## src/rtl/store_buffer_pkg.sv

```systemverilog
// Shared memory-op encodings and store-buffer defaults.
// STB_FWD_EN (optional macro) enables load forwarding from pending word stores.
package store_buffer_pkg;

    localparam logic [2:0] DM_OP_WD = 3'd0;
    localparam logic [2:0] DM_OP_SB = 3'd1;
    localparam logic [2:0] DM_OP_SH = 3'd2;
    localparam logic [2:0] DM_OP_BS = 3'd3;
    localparam logic [2:0] DM_OP_BZ = 3'd4;
    localparam logic [2:0] DM_OP_HS = 3'd5;
    localparam logic [2:0] DM_OP_HZ = 3'd6;

    localparam int SB_DEPTH = 4;

    // Byte/half lanes live in the top bits of the word, as the store path delivers them.
    function automatic logic [31:0] dm_load_ext(input logic [2:0] op, input logic [31:0] d);
        case (op)
            DM_OP_BS: return {{24{d[31]}}, d[31:24]};
            DM_OP_BZ: return {24'h0, d[31:24]};
            DM_OP_HS: return {{16{d[31]}}, d[31:16]};
            DM_OP_HZ: return {16'h0, d[31:16]};
            default:  return d;
        endcase
    endfunction

endpackage

```

## src/rtl/store_buffer_match.sv

```systemverilog
// Age-ordered comparator: finds the youngest valid store entry whose word address
// equals the load word address.
module sb_match
    import store_buffer_pkg::*;
#(
    parameter int DEPTH = SB_DEPTH,
    parameter int PTRW  = $clog2(DEPTH)
) (
    input  logic [DEPTH-1:0][29:0] word_i,
    input  logic [DEPTH-1:0][2:0]  op_i,
    input  logic [PTRW-1:0]        head_i,
    input  logic [PTRW:0]          count_i,
    input  logic [29:0]            ld_word_i,
    output logic                   hit_o,
    output logic [PTRW-1:0]        idx_o,
    output logic [2:0]             op_o
);

    logic [PTRW-1:0] slot;

    // Walk oldest to youngest so a later (younger) match overrides an earlier one.
    always_comb begin
        hit_o = 1'b0;
        idx_o = '0;
        op_o  = '0;
        slot  = '0;
        for (int k = 0; k < DEPTH; k++) begin
            slot = head_i + PTRW'(k);
            if (((PTRW+1)'(k) < count_i) && (word_i[slot] == ld_word_i)) begin
                hit_o = 1'b1;
                idx_o = slot;
                op_o  = op_i[slot];
            end
        end
    end

endmodule

```

## src/rtl/store_buffer.sv

```systemverilog
// Store buffer between MEM stage and data memory: queues stores, drains them when the
// port is idle, and resolves loads against pending stores. Forwarding under STB_FWD_EN.
module store_buffer
    import store_buffer_pkg::*;
#(
    parameter int DEPTH = SB_DEPTH,
    parameter int PTRW  = $clog2(DEPTH)
) (
    input  logic        clk,
    input  logic        rst,
    input  logic        st_valid,
    output logic        st_ready,
    input  logic [31:0] st_addr,
    input  logic [31:0] st_data,
    input  logic [2:0]  st_op,
    input  logic        ld_req,
    input  logic [31:0] ld_addr,
    input  logic [2:0]  ld_op,
    output logic        ld_stall,
    output logic        ld_fwd_hit,
    output logic [31:0] ld_fwd_data,
    output logic        dm_w,
    output logic        dm_r,
    output logic [31:0] dm_addr,
    output logic [31:0] dm_wdata,
    output logic [2:0]  dm_op,
    output logic        sb_empty
);

    localparam logic [PTRW:0] CNT_FULL = (PTRW+1)'(DEPTH);

    logic [DEPTH-1:0][31:0] addr_q;
    logic [DEPTH-1:0][31:0] data_q;
    logic [DEPTH-1:0][2:0]  op_q;
    logic [DEPTH-1:0][29:0] ent_word;

    logic [PTRW-1:0] head_q, head_d;
    logic [PTRW-1:0] tail_q, tail_d;
    logic [PTRW:0]   count_q, count_d;

    logic            full;
    logic            push;
    logic            drain;
    logic            load_on_port;
    logic            fwd_ok;
    logic            m_hit;
    logic [PTRW-1:0] m_idx;
    logic [2:0]      m_op;

    always_comb begin
        for (int i = 0; i < DEPTH; i++) begin
            ent_word[i] = addr_q[i][31:2];
        end
    end

    sb_match #(
        .DEPTH (DEPTH),
        .PTRW  (PTRW)
    ) u_match (
        .word_i    (ent_word),
        .op_i      (op_q),
        .head_i    (head_q),
        .count_i   (count_q),
        .ld_word_i (ld_addr[31:2]),
        .hit_o     (m_hit),
        .idx_o     (m_idx),
        .op_o      (m_op)
    );

    assign full     = (count_q == CNT_FULL);
    assign st_ready = !rst && !full;
    assign push     = st_valid && st_ready;
    assign sb_empty = (count_q == '0);

`ifdef STB_FWD_EN
    assign fwd_ok      = m_hit && (m_op == DM_OP_WD);
    // A full buffer stalls the load even on a word hit so the drain keeps making progress.
    assign ld_fwd_hit  = !rst && ld_req && !full && fwd_ok;
    assign ld_fwd_data = ld_fwd_hit ? dm_load_ext(ld_op, data_q[m_idx]) : 32'h0;
`else
    logic unused_match;
    assign fwd_ok       = 1'b0;
    assign ld_fwd_hit   = 1'b0;
    assign ld_fwd_data  = 32'h0;
    assign unused_match = ^{m_idx, m_op};
`endif

    assign ld_stall     = !rst && ld_req && (full || (m_hit && !fwd_ok));
    assign load_on_port = !rst && ld_req && !ld_stall && !ld_fwd_hit;
    assign drain        = !rst && (count_q != '0) && !load_on_port;

    always_comb begin
        dm_w     = 1'b0;
        dm_r     = 1'b0;
        dm_addr  = 32'h0;
        dm_wdata = 32'h0;
        dm_op    = 3'h0;
        if (load_on_port) begin
            dm_r    = 1'b1;
            dm_addr = ld_addr;
            dm_op   = ld_op;
        end else if (drain) begin
            dm_w     = 1'b1;
            dm_addr  = addr_q[head_q];
            dm_wdata = data_q[head_q];
            dm_op    = op_q[head_q];
        end
    end

    always_comb begin
        head_d  = head_q;
        tail_d  = tail_q;
        count_d = count_q;
        if (push) begin
            tail_d = tail_q + 1'b1;
        end
        if (drain) begin
            head_d = head_q + 1'b1;
        end
        case ({push, drain})
            2'b10:   count_d = count_q + 1'b1;
            2'b01:   count_d = count_q - 1'b1;
            default: count_d = count_q;
        endcase
    end

    always_ff @(posedge clk) begin
        if (rst) begin
            head_q  <= '0;
            tail_q  <= '0;
            count_q <= '0;
        end else begin
            head_q  <= head_d;
            tail_q  <= tail_d;
            count_q <= count_d;
        end
    end

    // Entry payload needs no reset: only slots inside [head, head+count) are ever read.
    always_ff @(posedge clk) begin
        if (push) begin
            addr_q[tail_q] <= st_addr;
            data_q[tail_q] <= st_data;
            op_q[tail_q]   <= st_op;
        end
    end

endmodule

```

## config.mk

```make
export PLATFORM = sky130hd
export DESIGN_NAME = store_buffer
export DESIGN_NICKNAME = d
export VERILOG_FILES = /design/src/rtl/store_buffer_pkg.sv /design/src/rtl/store_buffer_match.sv /design/src/rtl/store_buffer.sv
export SDC_FILE = /design/constraint.sdc
export NUM_CORES = 1
export LEC_CHECK = 0
export CAP_MARGIN = 30
export CORE_MARGIN = 5
export CORE_UTILIZATION = 35
export CTS_CLUSTER_SIZE = 30
export DETAILED_ROUTE_END_ITERATION = 8
export PLACE_DENSITY = 0.55
export SYNTH_ARGS = -nofsm -noshare
export SYNTH_HDL_FRONTEND = slang
export SYNTH_SLANG_ARGS = --single-unit
```

## constraint.sdc

```tcl
create_clock -name clk -period 6.6 [get_ports clk]
set_clock_uncertainty 0.05 [all_clocks]
set_input_delay 1.32 -clock clk [delete_from_list [all_inputs] [get_ports clk]]
set_output_delay 1.32 -clock clk [all_outputs]
set_load 0.05 [all_outputs]
```

### Yosys cells after proc, flatten, opt, wreduce, memory -nomap -nowiden

Cells that the tools add are included.

* reductions and logical operators: 20
* div/mod/pow operators: 0
* mux-type cells: 35
* eq/ne operators: 7
* add/subtract/negate cells: 6
* multiply operators: 0
* bitwise logic cells: 0
* shift operators: 0
* magnitude comparators: 10

Operators with widths (count)
* 128-bit bitwise mux: 2
* 30-bit binary-select mux with 2-bit select: 4
* 32-bit 2-to-1 mux: 7
* 32-bit binary-select mux with 2-bit select: 2
* 30-bit equality test: 4
* 30-bit 2-to-1 mux: 4
* 32-bit demux with 2-bit select: 1
* 2-bit by 3-bit < comparator with 1-bit output (second input constant): 5
* 12-bit bitwise mux: 1
* 1-bit logical AND: 12
* 3-bit 2-to-1 mux: 4
* 1-bit 2-to-1 mux: 7
* 3-bit binary-select mux with 2-bit select: 1
* 3-bit demux with 2-bit select: 1
* 1-bit by 3-bit < comparator with 1-bit output (first input constant): 2
* 2-bit by 3-bit < comparator with 1-bit output (first input constant): 2
* 3-bit case mux with 2 select lines: 1
* 2-bit by 1-bit adder with 2-bit output (second input constant): 2
* 2-bit adder (second input constant): 2
* 1-bit zero test: 4
* 3-bit by 1-bit adder with 3-bit output (second input constant): 1
* 3-bit equality test (second input constant): 1
* 3-bit zero test: 1
* 3-bit nonzero test: 1
* 6 further kinds: 6

* flip-flop bits (word level): 275
* memories: 0
* latch bits: 0
* memory bits (writable): 0
* word-level logic and storage cells: 93
* bits of input ports: 106
* bits in read-only memories: 0

### Longest topological paths before layout

* depth after elaboration: 16
* mapped depth: 18
* depth with buffers taken out: 13

### Cells and area by module

A second synthesis with hierarchy kept.

* cells, all modules: 1066
* area total of the unflattened synthesis: 15835.2 um^2

Modules (own cells, without submodules)
* store_buffer: area an instance 10949.3 um^2, sequential area each 8187.9 um^2, instances 1, cells an instance 516
* sb_match: area an instance 4885.9 um^2, sequential area each 0.0 um^2, instances 1, cells an instance 550

### Least setup slack after synthesis

No wires, ideal clock.

* path kind: input to output
* from: in ld_addr[10]
* to: out dm_wdata[30]
* data arrival time: 4.398 ns
* path slack: 0.832 ns
* stages: 10
* cell sequence: clkbuf_1 > o221a_2 > o211ai_1 > or4_1 > or4_1 > o22a_1 > a311o_1 > buf_6 > buf_6 > nor2b_1

* word-level cells in the longest chain between the ends: 14
* elaborated cells on any way between the ends: 20
* those cells by class: eq/ne (4); mux (6); reduce/logical (10)

RTL lines
* start, declared: RTL line store_buffer.sv:17 `input logic [31:0] ld_addr,`
* 30-bit equality test: RTL line store_buffer_match.sv:29 `if (((PTRW+1)'(k) < count_i) && (word_i[slot] == ld_word_i)) begin`
* 1-bit logical AND: RTL line store_buffer_match.sv:29
* 1-bit 2-to-1 mux (3 in a row): RTL line store_buffer_match.sv:29
* 1-bit 2-to-1 mux *: RTL line store_buffer_match.sv:29
* 1-bit logical OR *: RTL line store_buffer.sv:88 `assign ld_stall = !rst && ld_req && (full || (m_hit && !fwd_ok));`
* 1-bit logical AND *: RTL line store_buffer.sv:88
* 1-bit zero test *: RTL line store_buffer.sv:89 `assign load_on_port = !rst && ld_req && !ld_stall && !ld_fwd_hit;`
* 1-bit logical AND *: RTL line store_buffer.sv:89
* 1-bit zero test: RTL line store_buffer.sv:90 `assign drain = !rst && (count_q != '0) && !load_on_port;`
* 1-bit logical AND: RTL line store_buffer.sv:90
* 32-bit 2-to-1 mux: RTL line store_buffer.sv:102 `end else if (drain) begin`
* 32-bit 2-to-1 mux *: RTL line store_buffer.sv:98 `if (load_on_port) begin`
* end, declared: RTL line store_buffer.sv:25 `output logic [31:0] dm_wdata,`

Mark *: on every way between the ends. The rest lies on a longest branch, timed or not.

### Worst setup path after layout

* from: reg head_q[0]
* to: out dm_r

* word-level cells in the longest chain between the ends: 13
* elaborated cells on any way between the ends: 28
* those cells by class: add/sub (3); eq/ne (4); mux (13); reduce/logical (8)

RTL lines
* start, declared: RTL line store_buffer.sv:37 `logic [PTRW-1:0] head_q, head_d;`
* start signal, assigned: RTL line store_buffer.sv:129 `head_q <= '0;`
* start signal, assigned: RTL line store_buffer.sv:133 `head_q <= head_d;`
* 2-bit by 1-bit adder with 2-bit output / 30-bit binary-select mux with 2-bit select (equally long branches): RTL line store_buffer_match.sv:28, store_buffer_match.sv:29
* 30-bit binary-select mux with 2-bit select / 30-bit 2-to-1 mux (equally long branches): RTL line store_buffer_match.sv:29
* 30-bit 2-to-1 mux (implied by the code) / 30-bit equality test (equally long branches): RTL line store_buffer_match.sv:29
* 30-bit equality test / 1-bit logical AND (equally long branches): RTL line store_buffer_match.sv:29
* 1-bit logical AND / 1-bit 2-to-1 mux (equally long branches): RTL line store_buffer_match.sv:29
* 1-bit 2-to-1 mux (2 in a row): RTL line store_buffer_match.sv:29
* 1-bit 2-to-1 mux *: RTL line store_buffer_match.sv:29
* 1-bit logical OR *: RTL line store_buffer.sv:88
* 1-bit logical AND *: RTL line store_buffer.sv:88
* 1-bit zero test *: RTL line store_buffer.sv:89
* 1-bit logical AND *: RTL line store_buffer.sv:89
* 1-bit 2-to-1 mux *: RTL line store_buffer.sv:98
* end, declared: RTL line store_buffer.sv:23 `output logic dm_r,`

Mark *: on every way between the ends. The rest lies on a longest branch, timed or not. The select of a mux whose other input is x is not followed.

==> flow_summary.ini <==
[synthesis]
synth_area_mm2 = 0.0150
ys_warn_count = 0
netlist_instances = 1010
synth_adder_area_share = 0.00750
async_flop_share = 0
syn-mean-instance-area_um2 = 14.9
synthXorXnorAreaFrac = 0.0642
synth-edff-count = 268
ys_types = 63
synthMuxAreaShare = 0.210
ys_seq_area_frac = 0.545
synthSimpleGateAreaFrac = 0.0528
synth-compound-area-share = 0.0677
yosys_most_used_dff = edfxtp_1
synth_top_family_by_area = multiplexers
ys_ff_latch = 275

[clocking]
cts.path.max_buffers = 3
htreeDepth = 1
clkTransAtPathRegs_ns = 0.06
cts_tree = yes
cts_buffers = 30
clk_latency_ns = 0.58
cts_num_sinks = 275
cts-root-buf = clkbuf_16

[critical_path]
arrival_ns = 4.92
slowest_stage = clkdlybuf4s50_1
path_max_fanout = 25
path_cells = buf_4 > buf_4 > mux4_2 > xnor2_1 > nand4_1 > nor4_1 > buf_4 > a32oi_1 > nand2b_1 > nor3_2 > clkdlybuf4s50_1
end_kind = output pin
worstSetupStartpointType = flip-flop
worst-path-buf-inv = 4
cpPeakStageDelay_ns = 0.94
crit_top_cell = buf_4
crit_family = buffers and inverters
worstSetupPathType = flip-flop to output pin
worst_ep_required_time_ns = 5.23

[global_routing]
antenna_found_initial = 5
overflow = 0
grt_usage = 0.169
grt_pass1_wl_um = 61400
grt_max_degree = 54
grt_pass1_vias = 9750

[sta]
fin_crit_sh = 0.953
slew_violations = 0
hold_ws_ns = 0.513
layout_min_cycle_time_ns = 6.29
finalSetupTns_ns = 0
setup_violations = 0
max_freq_mhz = 159
relSlewSlack = 0.385
hold_viol = 0
rsz0062_at_grt = no
tightest_slew_ns = 0.922

[cells_and_area]
finalInstanceArea_mm2 = 0.0190
area_growth_pct = 26.8
nNetsFinal = 1293
drive_above_1_share = 0.241
fin_util = 0.451

[floorplan]
die_h_um = 217
die_area_mm2 = 0.0471
die_width_um = 217
std_cell_rows = 75
core_area_mm2 = 0.0422
start_util = 0.356
io_pins = 211

[power]
power.density_mw_per_mm2 = 288
ir_drop_uv = 249
fin_total_pwr_w = 0.00548
p_leak_nw = 6.34

[drt]
drcViolationCount = 0
postRouteAntennaNets = 0
routed_wl_um = 41300
drtIter0Drc = 732
vias = 9335
first_pass_iters = 5
via_per_inst = 5.36
avgRoutedWirePerCell_um = 23.7

[place]
place.gp.congestion = 0.919
io_buffers = 177
placed_cell_area_mm2 = 0.0180
dp_hpwl_um = 29400

[job]
drv_cap = 0

[status]
outcome = finished, final reports clean

[worst_hold_path]
hp-class = flip-flop to flip-flop
[metal layers]
metal  GRT usage  part of all wire  vias to the layer above
li1            -                 -                     4211
met1       0.226              0.42                     4677
met2       0.277              0.47                      352
met3      0.0406             0.071                       87
met4      0.0510             0.038                        8
met5           0            0.0012                        -
[final cells by class]
class | count | area, um^2
repair buffers | 212 | 2790
well taps | 539 | 674
clock inverters | 21 | 250
multi-input cells | 614 | 6190
flip-flops and latches | 275 | 8200
clock buffers | 35 | 769
diodes | 2 | 5.00
fillers | 3775 | 23200
inverters | 45 | 169
[cell usage in the layout, fill, tap and decap left out, types with 10 or more instances in the layout]
cell and n:
xor2_1 34, nor2_1 24, nor4_1 10, a21oi_1 15, xnor2_1 76, edfxtp_1 268, mux4_2 99, nand2_1 39
inv_1 44, mux2i_1 86, nor2b_1 32, clkdlybuf4s50_1 108, buf_4 30, conb_1 33, o22ai_1 11, nand4_1 12
clkbuf_16 30, a2bb2o_2 19, buf_12 74, o21ai_0 13
[where the power goes]
| part | leakage, nW | total [W] | internal, W | switching [W] |
|---|---|---|---|---|
| logic | 3.36 | 0.00173 | 0.000807 | 0.000924 |
| clock network | 0.490 | 0.00172 | 0.00103 | 0.000687 |
| registers | 2.49 | 0.00204 | 0.00198 | 0.0000590 |
| total | 6.34 | 0.00548 | 0.00381 | 0.00167 |
[worst min-delay path, stage by stage, from the launching register on]
cell and delay [ns]:
dfxtp_1 0.32, inv_1 0.10, o31ai_1 0.09
[sequential cells by signal (all words and copies together) (netlist names)]
name	flops
addr_q	128
data_q	128
op_q	12
count_q	3
head_q	2
tail_q	2
[cell families after synthesis]
kind of cell    Yosys count
xor+xnor                110
buf+inv                 153
simple gates            151
fa+ha+maj                 9
mux                     190
other cells               1
flops                   275
compound gates          121
[synthesized netlist by cell type, types with 19 or more instances]
cell type  count  share of area
edfxtp_1     268           0.54
nor2_1        24         0.0060
xnor2_1       76          0.044
inv_1         44          0.011
xor2_1        34          0.020
a2bb2o_2      19          0.014
clkbuf_1      33         0.0083
nor2b_1       32          0.013
nand2_1       39         0.0097
mux4_2        99           0.15
buf_4         43          0.022
mux2i_1       86          0.057
[final timing paths]
kind                           from                      end  slack, ns  cells after the start
max reg2reg  head_q[0]$_SDFFE_PP0P_  count_q[2]$_SDFFE_PP0P_       1.82                     13
max          head_q[0]$_SDFFE_PP0P_                     dm_r       0.31                     11
min          tail_q[1]$_SDFFE_PP0P_   tail_q[1]$_SDFFE_PP0P_       0.51                      2
min reg2reg  tail_q[1]$_SDFFE_PP0P_   tail_q[1]$_SDFFE_PP0P_       0.51                      2
[timing repair]
| action | in CTS | in global routing |
|---|---|---|
| gates resized for setup | 0 | 2 |
| setup endpoints to repair | 0 | 67 |
| buffers inserted | 0 | 1 |
| hold buffers | 0 | 0 |
[metrics by stage]
stage,std cells,setup slack [ns]
after floorplan,1042,0.832
after global routing,1741,0.0855
after global placement,1684,0.270
after detailed placement,1684,0.331
final,1743,0.311
after CTS,1740,0.161
No activity file was read; power rests on OpenSTA's default activity.
